File: src/rtl/regfile_sb_if.sv
// regfile_sb_if -- bus bundle for the scoreboarded register file.
//   master : read addresses, write port, reserve port, clear request (driver side)
//   slave  : the register file; returns read data/busy and clr_busy
// AW is derived from NREGS so both ends agree on address width.
interface regfile_sb_if #(
  parameter int XLEN  = 32,
  parameter int NREGS = 32
);
  localparam int AW = $clog2(NREGS);

  logic [AW-1:0]   rs1_addr, rs2_addr;
  logic [XLEN-1:0] rs1_data, rs2_data;
  logic            rs1_busy, rs2_busy;
  logic [AW-1:0]   rd_addr;
  logic            reg_write;
  logic [XLEN-1:0] wr_data;
  logic            rsv_valid;
  logic [AW-1:0]   rsv_addr;
  logic            clr_req;
  logic            clr_busy;

  modport master (
    output rs1_addr, rs2_addr, rd_addr, reg_write, wr_data,
           rsv_valid, rsv_addr, clr_req,
    input  rs1_data, rs2_data, rs1_busy, rs2_busy, clr_busy
  );

  modport slave (
    input  rs1_addr, rs2_addr, rd_addr, reg_write, wr_data,
           rsv_valid, rsv_addr, clr_req,
    output rs1_data, rs2_data, rs1_busy, rs2_busy, clr_busy
  );
endinterface

File: src/rtl/regfile_sb.sv
// regfile_sb -- register file with a per-register pending-write scoreboard
// and a sequential whole-file clear.
//   clk  : rising-edge clock
//   rst  : asynchronous, active-high reset (zeroes file, scoreboard, FSM)
//   bus  : regfile_sb_if.slave
//          rs1/rs2 : combinational read data + busy flag
//          rd_addr/reg_write/wr_data : write port (clears busy)
//          rsv_valid/rsv_addr        : reserve port (sets busy, wins on tie)
//          clr_req/clr_busy          : start / status of the clear walk
// Register 0 is hardwired to zero and never busy; addresses >= NREGS are
// ignored on writes/reserves and read as zero.
// Optional macro REGFILE_BYPASS_EN: forward same-cycle accepted write data
// to matching read ports (busy reflects a same-cycle reserve only).

// One combinational read port.
module regfile_sb_rdport #(
  parameter int XLEN  = 32,
  parameter int NREGS = 32,
  parameter int AW    = 5
) (
  input  logic [AW-1:0]               addr,
  input  logic [NREGS-1:0][XLEN-1:0]  regs,
  input  logic [NREGS-1:0]            busy_vec,
  output logic [XLEN-1:0]             data,
  output logic                        busy
);
  logic hit;

  always_comb begin
    hit  = (addr != '0) && (32'(addr) < NREGS);
    data = hit ? regs[addr] : '0;
    busy = hit ? busy_vec[addr] : 1'b0;
  end
endmodule

module regfile_sb #(
  parameter int XLEN  = 32,
  parameter int NREGS = 32
) (
  input  logic        clk,
  input  logic        rst,
  regfile_sb_if.slave bus
);
  localparam int AW    = $clog2(NREGS);
  localparam int NRD   = 2;

  typedef enum logic {S_IDLE, S_CLEAR} state_e;

  state_e                     state_q, state_d;
  logic [AW-1:0]              idx_q, idx_d;
  logic [NREGS-1:0][XLEN-1:0] regs_q, regs_d;
  logic [NREGS-1:0]           busy_q, busy_d;

  logic                       clr_busy;
  logic                       wr_ok, rsv_ok;

  logic [NRD-1:0][AW-1:0]     ra;
  logic [NRD-1:0][XLEN-1:0]   rd_raw, rd_out;
  logic [NRD-1:0]             rb_raw, rb_out;

  // Write/reserve are locked out for the whole clear walk.
  always_comb begin
    wr_ok  = bus.reg_write && (bus.rd_addr != '0) &&
             (32'(bus.rd_addr) < NREGS) && !clr_busy;
    rsv_ok = bus.rsv_valid && (bus.rsv_addr != '0) &&
             (32'(bus.rsv_addr) < NREGS) && !clr_busy;
  end

  // ---------------- clear FSM: state register ----------------
  always_ff @(posedge clk or posedge rst) begin
    if (rst) begin
      state_q <= S_IDLE;
      idx_q   <= '0;
    end else begin
      state_q <= state_d;
      idx_q   <= idx_d;
    end
  end

  // ---------------- clear FSM: next state ----------------
  always_comb begin
    state_d = state_q;
    idx_d   = idx_q;
    case (state_q)
      S_IDLE: begin
        if (bus.clr_req) begin
          state_d = S_CLEAR;
          idx_d   = AW'(1);
        end
      end
      S_CLEAR: begin
        // clr_req is deliberately not looked at here: no restart mid-walk.
        if (idx_q == AW'(NREGS - 1)) begin
          state_d = S_IDLE;
          idx_d   = '0;
        end else begin
          idx_d   = idx_q + AW'(1);
        end
      end
      default: begin
        state_d = S_IDLE;
        idx_d   = '0;
      end
    endcase
  end

  // ---------------- clear FSM: outputs ----------------
  always_comb begin
    clr_busy = (state_q == S_CLEAR);
  end

  assign bus.clr_busy = clr_busy;

  // ---------------- file + scoreboard ----------------
  // Order matters: write clears busy, reserve then re-sets it (reserve wins),
  // clear walk last. Entry 0 is pinned to zero.
  always_comb begin
    regs_d = regs_q;
    busy_d = busy_q;
    if (wr_ok) begin
      regs_d[bus.rd_addr] = bus.wr_data;
      busy_d[bus.rd_addr] = 1'b0;
    end
    if (rsv_ok) begin
      busy_d[bus.rsv_addr] = 1'b1;
    end
    if (state_q == S_CLEAR) begin
      regs_d[idx_q] = '0;
      busy_d[idx_q] = 1'b0;
    end
    regs_d[0] = '0;
    busy_d[0] = 1'b0;
  end

  always_ff @(posedge clk or posedge rst) begin
    if (rst) begin
      regs_q <= '0;
      busy_q <= '0;
    end else begin
      regs_q <= regs_d;
      busy_q <= busy_d;
    end
  end

  // ---------------- read ports ----------------
  assign ra[0] = bus.rs1_addr;
  assign ra[1] = bus.rs2_addr;

  for (genvar p = 0; p < NRD; p++) begin : g_rd
    regfile_sb_rdport #(
      .XLEN (XLEN),
      .NREGS(NREGS),
      .AW   (AW)
    ) u_rd (
      .addr    (ra[p]),
      .regs    (regs_q),
      .busy_vec(busy_q),
      .data    (rd_raw[p]),
      .busy    (rb_raw[p])
    );

`ifdef REGFILE_BYPASS_EN
    // wr_ok already excludes address 0 / out-of-range, so a hit is always legal.
    logic hit;
    assign hit       = wr_ok && (ra[p] == bus.rd_addr);
    assign rd_out[p] = hit ? bus.wr_data : rd_raw[p];
    assign rb_out[p] = hit ? (rsv_ok && (bus.rsv_addr == ra[p])) : rb_raw[p];
`else
    assign rd_out[p] = rd_raw[p];
    assign rb_out[p] = rb_raw[p];
`endif
  end

  assign bus.rs1_data = rd_out[0];
  assign bus.rs2_data = rd_out[1];
  assign bus.rs1_busy = rb_out[0];
  assign bus.rs2_busy = rb_out[1];
endmodule

File: src/flat_wrapper.sv
// flat-port wrapper written by rule: the top's interface ports become plain ports
module regfile_sb_flat 
#(
  parameter int XLEN  = 32,
  parameter int NREGS = 32
)
  (clk, rst, bus_rs1_addr, bus_rs2_addr, bus_rd_addr, bus_reg_write, bus_wr_data, bus_rsv_valid, bus_rsv_addr, bus_clr_req, bus_rs1_data, bus_rs2_data, bus_rs1_busy, bus_rs2_busy, bus_clr_busy);
  regfile_sb_if #(.XLEN(XLEN), .NREGS(NREGS)) bus_i ();
  input  logic clk;
  input  logic rst;
  input wire logic [$bits(bus_i.rs1_addr)-1:0] bus_rs1_addr;
  input wire logic [$bits(bus_i.rs2_addr)-1:0] bus_rs2_addr;
  input wire logic [$bits(bus_i.rd_addr)-1:0] bus_rd_addr;
  input wire logic [$bits(bus_i.reg_write)-1:0] bus_reg_write;
  input wire logic [$bits(bus_i.wr_data)-1:0] bus_wr_data;
  input wire logic [$bits(bus_i.rsv_valid)-1:0] bus_rsv_valid;
  input wire logic [$bits(bus_i.rsv_addr)-1:0] bus_rsv_addr;
  input wire logic [$bits(bus_i.clr_req)-1:0] bus_clr_req;
  output wire logic [$bits(bus_i.rs1_data)-1:0] bus_rs1_data;
  output wire logic [$bits(bus_i.rs2_data)-1:0] bus_rs2_data;
  output wire logic [$bits(bus_i.rs1_busy)-1:0] bus_rs1_busy;
  output wire logic [$bits(bus_i.rs2_busy)-1:0] bus_rs2_busy;
  output wire logic [$bits(bus_i.clr_busy)-1:0] bus_clr_busy;
  assign bus_i.rs1_addr = bus_rs1_addr;
  assign bus_i.rs2_addr = bus_rs2_addr;
  assign bus_i.rd_addr = bus_rd_addr;
  assign bus_i.reg_write = bus_reg_write;
  assign bus_i.wr_data = bus_wr_data;
  assign bus_i.rsv_valid = bus_rsv_valid;
  assign bus_i.rsv_addr = bus_rsv_addr;
  assign bus_i.clr_req = bus_clr_req;
  assign bus_rs1_data = bus_i.rs1_data;
  assign bus_rs2_data = bus_i.rs2_data;
  assign bus_rs1_busy = bus_i.rs1_busy;
  assign bus_rs2_busy = bus_i.rs2_busy;
  assign bus_clr_busy = bus_i.clr_busy;
  regfile_sb #(.XLEN(XLEN), .NREGS(NREGS)) u_core (.clk(clk), .rst(rst), .bus(bus_i));
endmodule
File: config.mk
export PLATFORM = sky130hd
export DESIGN_NAME = regfile_sb_flat
export DESIGN_NICKNAME = d
export VERILOG_FILES = /design/src/rtl/regfile_sb_if.sv /design/src/rtl/regfile_sb.sv /design/src/flat_wrapper.sv
export SDC_FILE = /design/constraint.sdc
export NUM_CORES = 2
export LEC_CHECK = 0
export CELL_PAD_IN_SITES_DETAIL_PLACEMENT = 0
export CELL_PAD_IN_SITES_GLOBAL_PLACEMENT = 2
export CORE_UTILIZATION = 43
export DETAILED_ROUTE_END_ITERATION = 8
export PLACE_DENSITY = 0.9
export SLEW_MARGIN = 20
export SYNTH_ARGS = -nofsm -noshare
export SYNTH_HDL_FRONTEND = slang
export SYNTH_SLANG_ARGS = --single-unit
File: constraint.sdc
create_clock -name clk -period 80 [get_ports clk]
set_clock_uncertainty 0.1 [all_clocks]
set_input_delay 16 -clock clk [delete_from_list [all_inputs] [get_ports clk]]
set_output_delay 16 -clock clk [all_outputs]
set_load 0.005 [all_outputs]
== After elaboration in Yosys (flattened, before gate mapping) ==
Index checks and enable logic that the tools add are counted.
Word-level totals
  register bits: 1029
  bits in latches: 0
  RAM bits: 0
  ROM bits: 0
  output and inout bits: 67
  logic and storage cells: 99
  memories kept: 0
Operators by class
  add/subtract/negate cells: 1
  $mul: 0
  div/mod/pow operators: 0
  magnitude comparators: 8
  equal/unequal tests: 2
  shift-type cells: 0
  multiplexer cells: 34
  bitwise logic cells: 8
  reductions and logical operators: 12
Operators by type and width (count)
  $mux 1024: 2
  $and 1024x1024->1024: 1
  $bwmux 1024: 1
  $not 1024->1024: 1
  $bmux 32 s5: 2
  $demux 32 s5: 2
  $mux 32: 9
  $and 32x32->32: 2
  $not 32->32: 2
  $or 32x32->32: 1
  $lt 5x6->1 const B: 5
  $reduce_bool 5->1: 4
  $demux 1 s5: 3
  $ge 5x1->1 const B: 3
  $bmux 1 s5: 2
  $mux 5: 2
  $pmux 5 s2: 1
  $mux 1: 9
  $logic_and 1x1->1: 7
  $add 5x1->5 const B: 1
  $eq 5x5->1 const B: 1
  $ne 2x2->1 const B: 1
  $pmux 1 s2: 1
  $logic_not 1->1: 1
  $not 1->1: 1

== Depth between registers and ports, before layout ==
  depth in word-level cells: 11
  mapped depth: 9
  depth with buffers taken out: 5

== Hierarchy ==
From an unflattened synthesis, not the netlist that was laid out.
Unflattened totals
  cell total of the unflattened synthesis: 6226
  area total of the unflattened synthesis: 61898.1 um2
By module, submodules not included
  regfile_sb: instances 1, cells an instance 4858, area an instance 44398.8 um2, sequential area each 25749.7 um2
  regfile_sb_rdport: instances 2, cells an instance 684, area an instance 8749.6 um2, sequential area each 0.0 um2

== Worst setup path before layout ==
Ideal clock, no wire load.
  kind: input port to output port
  start: input port bus_rs1_addr[1]
  end: output port bus_rs1_busy
  arrival: 17359 ps
  data required time: 63900 ps
  setup slack: 46541 ps
  stages on the path: 7
  path buffers: 3
  cells stage by stage: buf_6 -> buf_6 -> buf_6 -> mux2_2 -> a221oi_1 -> nor3_1 -> a311o_1
Between the ends
  cells in the longest elaborated chain, start to end: 3
  elaborated cells on any way between the ends: 4
  those cells by class: mux (3); reduce/logical (1)
RTL lines
  start, declared: RTL line flat_wrapper.sv:11  | input wire logic [$bits(bus_i.rs1_addr)-1:0] bus_rs1_addr;
  $bmux 1 s5: RTL line regfile_sb.sv:32  | busy = hit ? busy_vec[addr] : 1'b0;
  $mux 1 (implied by the code): RTL line regfile_sb.sv:32
  $mux 1 (*): RTL line regfile_sb.sv:32
  end, declared: RTL line flat_wrapper.sv:21  | output wire logic [$bits(bus_i.rs1_busy)-1:0] bus_rs1_busy;
Every way passes the cells marked *; elsewhere a longest branch is shown, timed or not. The select of a mux whose other input is x is not followed.

== Worst setup path after layout ==
  start: input port bus_rs2_addr[1]
  end: output port bus_rs2_data[17]
Between the ends
  cells in the longest elaborated chain, start to end: 3
  elaborated cells on any way between the ends: 4
  those cells by class: mux (3); reduce/logical (1)
RTL lines
  start, declared: RTL line flat_wrapper.sv:12  | input wire logic [$bits(bus_i.rs2_addr)-1:0] bus_rs2_addr;
  $bmux 32 s5: RTL line regfile_sb.sv:31  | data = hit ? regs[addr] : '0;
  $mux 32 (implied by the code): RTL line regfile_sb.sv:31
  $mux 32 (*): RTL line regfile_sb.sv:31
  end, declared: RTL line flat_wrapper.sv:20  | output wire logic [$bits(bus_i.rs2_data)-1:0] bus_rs2_data;
Marked as above.

==> impl_metrics.env <==
export IMPL_grt_max_degree=173
export IMPL_p_leak_nw=27.7
export IMPL_track_usage=0.377
export IMPL_clk_latency_ns=0.77
export IMPL_crit_required_ns=63.90
export IMPL_crit_type="input port to primary output"
export IMPL_via_count=54100
export IMPL_start_util=0.435
export IMPL_dr_pass1_iters=9
export IMPL_seq_area_frac_synth=0.442
export IMPL_root_buffer="clkbuf_16"
export IMPL_synth_area_leaders="dfrtp_1 44%, nand2_1 14%, mux2i_1 9.5%"
export IMPL_min_from="u_core.regs_q[503]"
export IMPL_die_area_um2=137000
export IMPL_yosys_area_top_type="dfrtp_1"
export IMPL_fin_crit_sh=0.456
export IMPL_worst_pin_slew_ns=1.23
export IMPL_yosys_most_used_dff="dfrtp_1"
export IMPL_crit_chain="buf_8 > buf_4 > or3b_2 > buf_4 > a2bb2oi_1 > o2111ai_1 > o211ai_1 > clkdlybuf4s50_1"
export IMPL_synthesis_nets=6623
export IMPL_path_common_cell="buf_4"
export IMPL_fp_dieH_um=370
export IMPL_reg2reg_depth=5
export IMPL_setup_tns_final_ns=0
export IMPL_cts_hold_buf=0
export IMPL_cts_buffers=115
export IMPL_cts_sinks=1029
export IMPL_min_period_ns=36.46
export IMPL_synth_seq_cells=1029
export IMPL_fin_ws_ns=43.54
export IMPL_die_x_um=370
export IMPL_finalSetupViolCount=0
export IMPL_worst_r2r_endpoint="u_core.regs_q[241]"
export IMPL_clk_pin_slew_ns=0.06
export IMPL_core_area_um2=134000
export IMPL_io_buffers=123
export IMPL_cp_max_fo=54
export IMPL_stdcell_area_um2=64600
export IMPL_synthesis_area_um2=58300
export IMPL_peakVddDrop_uv=18.3
export IMPL_cts_buffer_depth=3
export IMPL_reg2reg_slack_ns=76.34
export IMPL_slowest_delay_ns=0.88
export IMPL_syn_to_final_growth_pct=10.8
export IMPL_status="finished clean"
export IMPL_avgRoutedWirePerCell_um=32.2
export IMPL_synth_warnings=0
export IMPL_hpwl_mm=150
export IMPL_cts_resized=0
export IMPL_worstHoldPathCells=2
export IMPL_rows=134
export IMPL_cap_viol_max_count=0
export IMPL_synthArstFlopShare=1.00
export IMPL_slowest_stage="buf_4"
export IMPL_routabilityCongestion=0.929
export IMPL_yosysTopAreaCellShare=0.442
export IMPL_ios=124
export IMPL_via_per_inst=6.61
export IMPL_hold_viol_final=0
export IMPL_htreeDepth=3
export IMPL_gr_total_overflow=0
export IMPL_grt_pass1_vias=51600
export IMPL_synthCells=6561
export IMPL_hold_path_end="u_core.regs_q[503]"
export IMPL_hp_class="flip-flop to flip-flop"
export IMPL_final_common_cell="nand2_1"
export IMPL_fin_nets=6377
export IMPL_rr_startpoint="u_core.bus.clr_busy"
export IMPL_postCtsSetupBuffers=0
export IMPL_crit_path_start_kind="input port"
export IMPL_drive_gt1_frac=0.114
export IMPL_wl_mm=263
export IMPL_postPlaceCellArea_um2=60600
export IMPL_drc=0
export IMPL_synth_cell_type_count=67
export IMPL_dp_slack_ns=43.68
export IMPL_cp_end_kind="primary output"
export IMPL_postSynthAreaPerCell_um2=8.89
export IMPL_slew_viol_final=0
export IMPL_antenna_found_initial=9
export IMPL_grt_first_pass_wirelength_mm=376
export IMPL_p_per_area_nw_per_um2=24.8
export IMPL_rsz0062_at_grt="false"
export IMPL_cts_tree="done"
export IMPL_fmax_mhz=27.4
export IMPL_ant_nets=0
export IMPL_drtIter0Drc=8566
export IMPL_synth_edff_count=0
export IMPL_cp_arrival_ns=20.36
export IMPL_slew_headroom=0.177
export IMPL_final_cell_mix="2117 x nand2_1, 1029 x dfrtp_1, 1006 x a21oi_1"
export IMPL_startpoint="bus_rs2_addr[1]"
flip-flops by register name, indices dropped and copies added, names as in the netlist:
signal	count
u_core.bus.clr_busy	1
u_core.busy_q	31
u_core.idx_q	5
u_core.regs_q	992
cell type report:
class                   count  area [µm²]
flip-flops and latches   1029       25700
multi-input cells        4857       30000
repair buffers            305        2700
diodes                      2        5.00
fillers                 12500       69400
clock inverters            50         562
inverters                   7        33.8
well taps                1768        2210
clock buffers             165        3390
critical path, delay by kind of cell:
family                 cells  cell delay (ns)
buffers and inverters      4             2.29
AO/OA/AOI/OAI              3             1.08
AND/OR/NAND/NOR            1             0.84
power breakdown:
group | internal, W | switching [W] | leakage (nW)
clock network | 0.000326 | 0.000239 | 1.96
logic | 0.000140 | 0.000219 | 11.5
registers | 0.000605 | 0.0000747 | 14.2
total | 0.00107 | 0.000533 | 27.7
per-layer routing:
layer	GRT usage	vias to the layer above	part of all wire
met5	0	-	0.00021
met3	0.125	837	0.13
met1	0.507	26900	0.39
met2	0.542	3889	0.42
met4	0.183	8	0.052
li1	-	22400	-
synthesized netlist by cell type, types with 3 or more instances:
| master | n |
|---|---|
| nor3b_2 | 4 |
| o21ai_0 | 64 |
| o22ai_1 | 67 |
| nand2b_1 | 14 |
| a221o_1 | 66 |
| mux2i_1 | 554 |
| nor3_1 | 7 |
| buf_4 | 46 |
| buf_6 | 17 |
| o211ai_1 | 44 |
| a2bb2oi_1 | 63 |
| o22a_1 | 30 |
| ha_1 | 5 |
| o21ai_1 | 3 |
| or2_2 | 3 |
| and2_1 | 19 |
| clkbuf_1 | 388 |
| o2111ai_1 | 20 |
| dfrtp_1 | 1029 |
| buf_2 | 194 |
| mux2_2 | 101 |
| or3_1 | 36 |
| nand3_1 | 78 |
| a22oi_1 | 164 |
| and3b_1 | 4 |
| o311ai_1 | 31 |
| nor3_2 | 13 |
| nand2_1 | 2127 |
| a21oi_1 | 1006 |
| a221oi_1 | 66 |
| nor2b_1 | 15 |
| inv_1 | 7 |
| nor2_1 | 75 |
| buf_1 | 19 |
| mux4_2 | 134 |
| and3_1 | 8 |
metrics by stage:
| stage | cells | hold WS [ns] | utilization | power, W |
|---|---|---|---|---|
| finish | 8183 | 0.438 | 0.482 | 0.00160 |
| global route | 8181 | 0.451 | 0.482 | 0.00165 |
| CTS | 8180 | 0.437 | 0.482 | 0.00159 |
| detailed placement | 7965 | 0.428 | 0.452 | 0.00103 |
| global placement | 7963 | 0.419 | 0.452 | 0.00102 |
| floorplan | 6561 | 0.402 | - | 0.000894 |
how the worst max path moves through the flow:
stage,cells after the start,endpoint,slack (ns)
finish,8,bus_rs2_data[17],43.54
global route,8,bus_rs1_data[17],43.39
CTS,8,bus_rs1_data[21],43.68
detailed placement,8,bus_rs1_data[21],43.68
global placement,8,bus_rs1_data[21],43.69
floorplan,1,u_core.bus.clr_busy,34.94
kinds of logic after synthesis:
group                    Yosys count  synth area share
multiplexers                     791             0.167
AO/OA/AOI/OAI                   1634             0.170
adder cells (fa/ha/maj)            5           0.00107
XOR/XNOR                           2          0.000300
flip-flops                      1029             0.442
buffers and inverters            675            0.0535
AND/OR/NAND/NOR                 2425             0.166
No activity file was read; power rests on OpenSTA's default activity.
